[src/rtl/axi4_burst_master.sv]
// ---------------------------------------------------------------------------
// axi4_burst_master
//
// Single-outstanding AXI4 master serving cache refills and write-backs.
// A rising edge on i_start_read issues one INCR read burst of a full cache
// block and streams every accepted beat out on o_rdata/o_rdata_valid. A
// rising edge on i_start_write issues one INCR write burst from a block-wide
// buffer captured at the start. Completion is reported by o_read_last (final
// read beat) and o_b_resp (write response).
//
// Handshake rule on every AXI channel: a transfer happens on a rising clk
// edge where valid and ready are both high; a valid, once raised, stays high
// with a stable payload until that edge.
//
// Ports:
//   clk, arstn            clock, asynchronous active-low reset
//   i_start_read/write    refill / write-back requests (edge triggered)
//   i_addr                block address (low offset bits ignored)
//   i_wdata_block         write-back block, word k at [32k+31:32k]
//   o_rdata, o_rdata_valid, o_read_last   read beat stream to the cache
//   o_b_resp              write completion pulse
//   o_err                 sticky error (bad resp or rlast mismatch)
//   o_ar_*, i_r_*, o_r_ready, o_aw_*, o_w_*, i_w_ready, i_b_*, o_b_ready
//                         AXI4 master channels
//   o_dbg_state           current FSM state for observation
// ---------------------------------------------------------------------------
module axi4_burst_master #(
   parameter int BLOCK_WORDS = 16,
   parameter int ADDR_WIDTH  = 64
) (
   input  logic                      clk,
   input  logic                      arstn,
   input  logic                      i_start_read,
   input  logic                      i_start_write,
   input  logic [ADDR_WIDTH-1:0]     i_addr,
   input  logic [32*BLOCK_WORDS-1:0] i_wdata_block,
   output logic [31:0]               o_rdata,
   output logic                      o_rdata_valid,
   output logic                      o_read_last,
   output logic                      o_b_resp,
   output logic                      o_err,
   // AR channel
   output logic                      o_ar_valid,
   input  logic                      i_ar_ready,
   output logic [ADDR_WIDTH-1:0]     o_ar_addr,
   output logic [7:0]                o_ar_len,
   output logic [2:0]                o_ar_size,
   output logic [1:0]                o_ar_burst,
   // R channel
   input  logic                      i_r_valid,
   output logic                      o_r_ready,
   input  logic [31:0]               i_r_data,
   input  logic                      i_r_last,
   input  logic [1:0]                i_r_resp,
   // AW channel
   output logic                      o_aw_valid,
   input  logic                      i_aw_ready,
   output logic [ADDR_WIDTH-1:0]     o_aw_addr,
   output logic [7:0]                o_aw_len,
   output logic [2:0]                o_aw_size,
   output logic [1:0]                o_aw_burst,
   // W channel
   output logic                      o_w_valid,
   input  logic                      i_w_ready,
   output logic [31:0]               o_w_data,
   output logic [3:0]                o_w_strb,
   output logic                      o_w_last,
   // B channel
   input  logic                      i_b_valid,
   output logic                      o_b_ready,
   input  logic [1:0]                i_b_resp,
   // Observation
   output logic [2:0]                o_dbg_state
);

   localparam int CW = $clog2(BLOCK_WORDS);
   localparam logic [CW-1:0]         LAST     = CW'(BLOCK_WORDS - 1);
   localparam logic [7:0]            BURST_LEN = 8'(BLOCK_WORDS - 1);
   localparam logic [ADDR_WIDTH-1:0] OFF_MASK = ADDR_WIDTH'(BLOCK_WORDS * 4 - 1);

   typedef enum logic [2:0] {
      S_IDLE = 3'd0,
      S_AR   = 3'd1,
      S_R    = 3'd2,
      S_AW   = 3'd3,
      S_W    = 3'd4,
      S_B    = 3'd5
   } state_e;

   state_e                    state_q, state_d;
   logic                      rd_cur_q, rd_prev_q;
   logic                      wr_cur_q, wr_prev_q;
   logic [CW-1:0]             cnt_q, cnt_d;
   logic [ADDR_WIDTH-1:0]     addr_q, addr_d;
   logic [32*BLOCK_WORDS-1:0] wbuf_q, wbuf_d;
   logic                      err_q, err_d;
   logic [31:0]               rdata_q, rdata_d;
   logic                      rdata_valid_q, rdata_valid_d;
   logic                      read_last_q, read_last_d;
   logic                      b_resp_q, b_resp_d;
   logic                      ar_valid_q, ar_valid_d;
   logic                      aw_valid_q, aw_valid_d;
   logic                      w_valid_q, w_valid_d;
   logic [31:0]               w_data_q, w_data_d;
   logic                      w_last_q, w_last_d;

   logic rd_edge, wr_edge, cnt_is_last;

   // Edges come from the registered copies, so a start held high only
   // fires once and an edge is seen one cycle after the input rises.
   assign rd_edge     = rd_cur_q & ~rd_prev_q;
   assign wr_edge     = wr_cur_q & ~wr_prev_q;
   assign cnt_is_last = (cnt_q == LAST);

   always_ff @(posedge clk or negedge arstn) begin
      if (!arstn) begin
         state_q       <= S_IDLE;
         rd_cur_q      <= 1'b0;
         rd_prev_q     <= 1'b0;
         wr_cur_q      <= 1'b0;
         wr_prev_q     <= 1'b0;
         cnt_q         <= '0;
         addr_q        <= '0;
         wbuf_q        <= '0;
         err_q         <= 1'b0;
         rdata_q       <= '0;
         rdata_valid_q <= 1'b0;
         read_last_q   <= 1'b0;
         b_resp_q      <= 1'b0;
         ar_valid_q    <= 1'b0;
         aw_valid_q    <= 1'b0;
         w_valid_q     <= 1'b0;
         w_data_q      <= '0;
         w_last_q      <= 1'b0;
      end else begin
         state_q       <= state_d;
         rd_cur_q      <= i_start_read;
         rd_prev_q     <= rd_cur_q;
         wr_cur_q      <= i_start_write;
         wr_prev_q     <= wr_cur_q;
         cnt_q         <= cnt_d;
         addr_q        <= addr_d;
         wbuf_q        <= wbuf_d;
         err_q         <= err_d;
         rdata_q       <= rdata_d;
         rdata_valid_q <= rdata_valid_d;
         read_last_q   <= read_last_d;
         b_resp_q      <= b_resp_d;
         ar_valid_q    <= ar_valid_d;
         aw_valid_q    <= aw_valid_d;
         w_valid_q     <= w_valid_d;
         w_data_q      <= w_data_d;
         w_last_q      <= w_last_d;
      end
   end

   always_comb begin
      state_d       = state_q;
      cnt_d         = cnt_q;
      addr_d        = addr_q;
      wbuf_d        = wbuf_q;
      err_d         = err_q;
      rdata_d       = rdata_q;
      rdata_valid_d = 1'b0;
      read_last_d   = 1'b0;
      b_resp_d      = 1'b0;

      case (state_q)
         S_IDLE: begin
            // Write-back takes priority; a simultaneous read edge is lost.
            if (wr_edge) begin
               addr_d  = i_addr & ~OFF_MASK;
               wbuf_d  = i_wdata_block;
               state_d = S_AW;
            end else if (rd_edge) begin
               addr_d  = i_addr & ~OFF_MASK;
               state_d = S_AR;
            end
         end
         S_AR: begin
            if (ar_valid_q && i_ar_ready) begin
               state_d = S_R;
               cnt_d   = '0;
            end
         end
         S_R: begin
            if (i_r_valid) begin
               rdata_d       = i_r_data;
               rdata_valid_d = 1'b1;
               // Completion follows our own count; a slave rlast that
               // disagrees is only flagged.
               if (i_r_last != cnt_is_last) err_d = 1'b1;
               if (i_r_resp != 2'b00)       err_d = 1'b1;
               if (cnt_is_last) begin
                  read_last_d = 1'b1;
                  state_d     = S_IDLE;
               end else begin
                  cnt_d = cnt_q + CW'(1);
               end
            end
         end
         S_AW: begin
            if (aw_valid_q && i_aw_ready) begin
               state_d = S_W;
               cnt_d   = '0;
            end
         end
         S_W: begin
            if (w_valid_q && i_w_ready) begin
               if (cnt_is_last) state_d = S_B;
               else             cnt_d   = cnt_q + CW'(1);
            end
         end
         S_B: begin
            if (i_b_valid) begin
               b_resp_d = 1'b1;
               if (i_b_resp != 2'b00) err_d = 1'b1;
               state_d = S_IDLE;
            end
         end
         default: state_d = S_IDLE;
      endcase

      // Registered channel outputs are computed from the next state so they
      // line up with it; the W payload follows the next counter value and
      // therefore holds still while the slave stalls.
      ar_valid_d = (state_d == S_AR);
      aw_valid_d = (state_d == S_AW);
      w_valid_d  = (state_d == S_W);
      w_data_d   = wbuf_d[{cnt_d, 5'd0} +: 32];
      w_last_d   = (state_d == S_W) && (cnt_d == LAST);
   end

   assign o_rdata       = rdata_q;
   assign o_rdata_valid = rdata_valid_q;
   assign o_read_last   = read_last_q;
   assign o_b_resp      = b_resp_q;
   assign o_err         = err_q;

   assign o_ar_valid = ar_valid_q;
   assign o_ar_addr  = addr_q;
   assign o_ar_len   = BURST_LEN;
   assign o_ar_size  = 3'b010;
   assign o_ar_burst = 2'b01;

   assign o_r_ready  = (state_q == S_R);

   assign o_aw_valid = aw_valid_q;
   assign o_aw_addr  = addr_q;
   assign o_aw_len   = BURST_LEN;
   assign o_aw_size  = 3'b010;
   assign o_aw_burst = 2'b01;

   assign o_w_valid  = w_valid_q;
   assign o_w_data   = w_data_q;
   assign o_w_strb   = 4'hF;
   assign o_w_last   = w_last_q;

   assign o_b_ready  = (state_q == S_B);

   assign o_dbg_state = state_q;

endmodule

[config.mk]
export PLATFORM = sky130hd
export DESIGN_NAME = axi4_burst_master
export DESIGN_NICKNAME = d
export VERILOG_FILES = /design/src/rtl/axi4_burst_master.sv
export SDC_FILE = /design/constraint.sdc
export NUM_CORES = 1
export LEC_CHECK = 0
export CORE_AREA = 4 4 327 329
export DETAILED_ROUTE_END_ITERATION = 16
export DIE_AREA = 0 0 331 333
export PLACE_DENSITY_LB_ADDON = 0.3
export SETUP_SLACK_MARGIN = 0.2
export SLEW_MARGIN = 20
export SYNTH_ARGS = -nofsm -noshare
export SYNTH_HDL_FRONTEND = slang
export SYNTH_SLANG_ARGS = --single-unit
export TNS_END_PERCENT = 100
[constraint.sdc]
create_clock -name clk -period 5.6 [get_ports clk]
set_input_delay 0.84 -clock clk [delete_from_list [all_inputs] [get_ports clk]]
set_output_delay 0.84 -clock clk [all_outputs]
set_load 0.01 [all_outputs]
==> impl_metrics.yaml <==
run_status:
  status: "finished, final reports clean"
timing:
  whs_ns: 0.227
  slew-limit-headroom_pct: 38.4
  fin_skew_ns: 0.0202
  tns_ns: 0
  min_period_ns: 4.17
  hold_violations: 0
  drv_slew: 0
  tightest_slew_ns: 0.923
  fin_crit_sh_pct: 74.5
  rsz0062_at_grt: "false"
  fmax_ghz: 0.240
  finalSetupViolations: 0
clock_tree:
  cts_sinks: 653
  root_buffer: "clkbuf_16"
  insertion_delay_ns: 0.64
  ctsHtreeMaxLevel: 3
  cts_resized: 0
  cts-buffers-inserted: 81
  clkSlewWorstSetupHoldPaths_ns: 0.06
  cts_buffer_depth: 3
  post_cts_buffers: 0
  cts_tree: "built"
  ctsHoldBuffers: 0
critical_path:
  timing.rr.start: "cnt_q[1]"
  crit_required_ns: 6.16
  crit_fanout: 53
  r2r-end: "o_w_data[7]"
  crit_type: "register to register"
  r2r_cells: 9
  start_kind: "register"
  critPathCaptureType: "register"
  crit_arrival_ns: 4.73
  regToRegSetupSlack_ns: 1.43
grt:
  grt_pass1_vias: 21985
  grt_pass1_wl_um: 164000
  grt_max_degree: 150
  antenna_found_initial: 66
  grt_overflow_total: 0
  grt_usage_pct: 20.8
power:
  cellPowerDensity_nw_per_um2: 575
  p_leak_nw: 16.5
  max-vdd-ir-drop_uv: 421
synthesis:
  synthFlopType: "dfrtp_1"
  ys_ff_latch: 653
  ys_seq_area_share_pct: 55.0
  synth-edff-count: 0
  ys_warn_count: 0
  synth.distinct_cells: 59
  syn_inst: 2192
  syn_avg_cell_area_sq_um: 13.6
  synth_area_sq_um: 29700
  async_flop_share_pct: 100
placement:
  post-dp-hpwl_um: 89400
  numPortBuffers: 808
  dpl-instance-area_sq_um: 38800
  gp_congestion: 0.810
  placed_cells: 4200
run:
  maxCapViolations: 0
detailed_routing:
  wire_per_inst_um: 27.3
  routed_wl_um: 119000
  ant_nets: 0
  first_iter_violations: 1095
  viasPerCell: 4.77
  dr.pass1.iters: 5
  vias: 20858
  remaining_drc_errors: 0
floorplanning:
  die-area_sq_um: 110000
  core.rowCount: 118
  fp.coreArea_sq_um: 103000
  top_level_ports: 857
  die_y_um: 333
  die_w_um: 331
  initial_utilization_pct: 28.7
layout:
  final_cells: 4370
  area_growth_pct: 39.7
  finalInstanceArea_sq_um: 41500
  layout_common_cells: "clkdlybuf4s50_1 (807), mux2_2 (673), dfrtp_1 (653), a21oi_1 (103), o211ai_1 (100)"
  drive_above_1_share_pct: 29.8
  final_nets: 3526
  final_common_cell: "clkdlybuf4s50_1"
worst_hold_path:
  hold_class: "input port to async pin"
==> flip-flops by register name (all words and copies together) (netlist names), 3 cells and up <==
name / flops
cnt_q: 4
o_ar_addr: 58
o_dbg_state: 3
o_rdata: 32
o_w_data: 32
wbuf_q: 512
==> metal layers <==
| metal | vias up | GRT usage (%) | routed length (um) |
|---|---|---|---|
| met1 | 10585 | 25.7 | 48500 |
| met3 | 179 | 7.20 | 9830 |
| met4 | 38 | 7.15 | 3690 |
| met2 | 670 | 34.0 | 57000 |
| li1 | 9386 | - | - |
| met5 | - | 0 | 243 |
==> worst max-delay path by stage <==
stage                     from           end  slack, ns  depth (start not counted)
global placement     i_r_valid   o_w_data[4]       0.82                         10
global route          cnt_q[1]  o_w_data[28]       1.09                         11
finish                cnt_q[1]   o_w_data[7]       1.43                          9
floorplan           i_ar_ready   o_w_data[7]       2.72                         11
CTS                   cnt_q[1]  o_w_data[28]       1.29                         11
detailed placement   i_w_ready  o_w_data[28]       0.77                         11
==> cell families (layout without fill, tap and decap cells) <==
family / count (synthesis) / count (layout) / synth area share [%]
muxes: 760 / 760 / 28.6
DFF: 653 / 653 / 55.0
AOI/OAI and AO/OA: 317 / 317 / 7.28
buffers and inverters: 275 / 1008 / 5.33
and+or+nand+nor: 183 / 183 / 3.68
other: 2 / 67 / 0.0253
adders and majority gates: 1 / 1 / 0.0421
xor gates and xnor gates: 1 / 1 / 0.0295
==> per-stage QoR <==
step	total power [mW]	util (%)	setup WS, ns
after floorplan	14.3	-	2.72
after global placement	18.5	37.5	0.816
after detailed placement	18.7	37.5	0.768
after CTS	24.2	40.0	1.29
after global routing	25.2	40.1	1.09
final	23.9	40.1	1.43
==> cell usage after synthesis, types with 4 or more instances <==
cell,instances,area (sq um)
o211ai_1,100,751
o2111ai_1,32,280
inv_1,5,18.8
mux2i_1,64,641
nor3b_2,8,100
nor3_1,99,495
nand2_1,12,45.0
and3_1,4,25.0
dfrtp_1,653,16300
nor2_1,5,18.8
nor2b_1,5,31.3
o22ai_2,4,50.1
a22oi_1,31,233
clkbuf_1,75,282
a21oi_1,103,515
buf_2,74,370
nor3b_1,26,195
mux2_4,5,75.1
mux2_1,17,191
buf_1,6,22.5
buf_4,104,781
buf_6,9,101
o22ai_1,28,175
mux2_2,673,7580
==> final cells by class <==
class | instances | area, sq um
clock inverters | 32 | 385
multi-input cells | 1304 | 12000
flip-flops and latches | 653 | 16300
diodes | 25 | 62.6
clock buffers | 113 | 2300
inverters | 7 | 32.5
well taps | 1380 | 1730
repair buffers | 856 | 8640
fillers | 9889 | 62000
==> critical path, stage by stage, from the launching register on <==
cell and delay, ns:
dfrtp_1 0.44, ha_1 0.25, and3_1 0.36, a2111oi_2 0.56, o32a_2 0.32, buf_4 0.59
a21oi_1 0.13, o211ai_1 0.53, o2111ai_1 0.56, nor3b_2 0.29
==> report_power, final <==
| part | switching (mW) | total [mW] | leakage [nW] | internal [mW] |
|---|---|---|---|---|
| registers | 0.803 | 7.88 | 7.77 | 7.07 |
| clock network | 2.16 | 5.35 | 1.33 | 3.20 |
| logic | 5.47 | 10.6 | 7.39 | 5.16 |
| total | 8.43 | 23.9 | 16.5 | 15.4 |
Power figures use the tool's default switching activity.
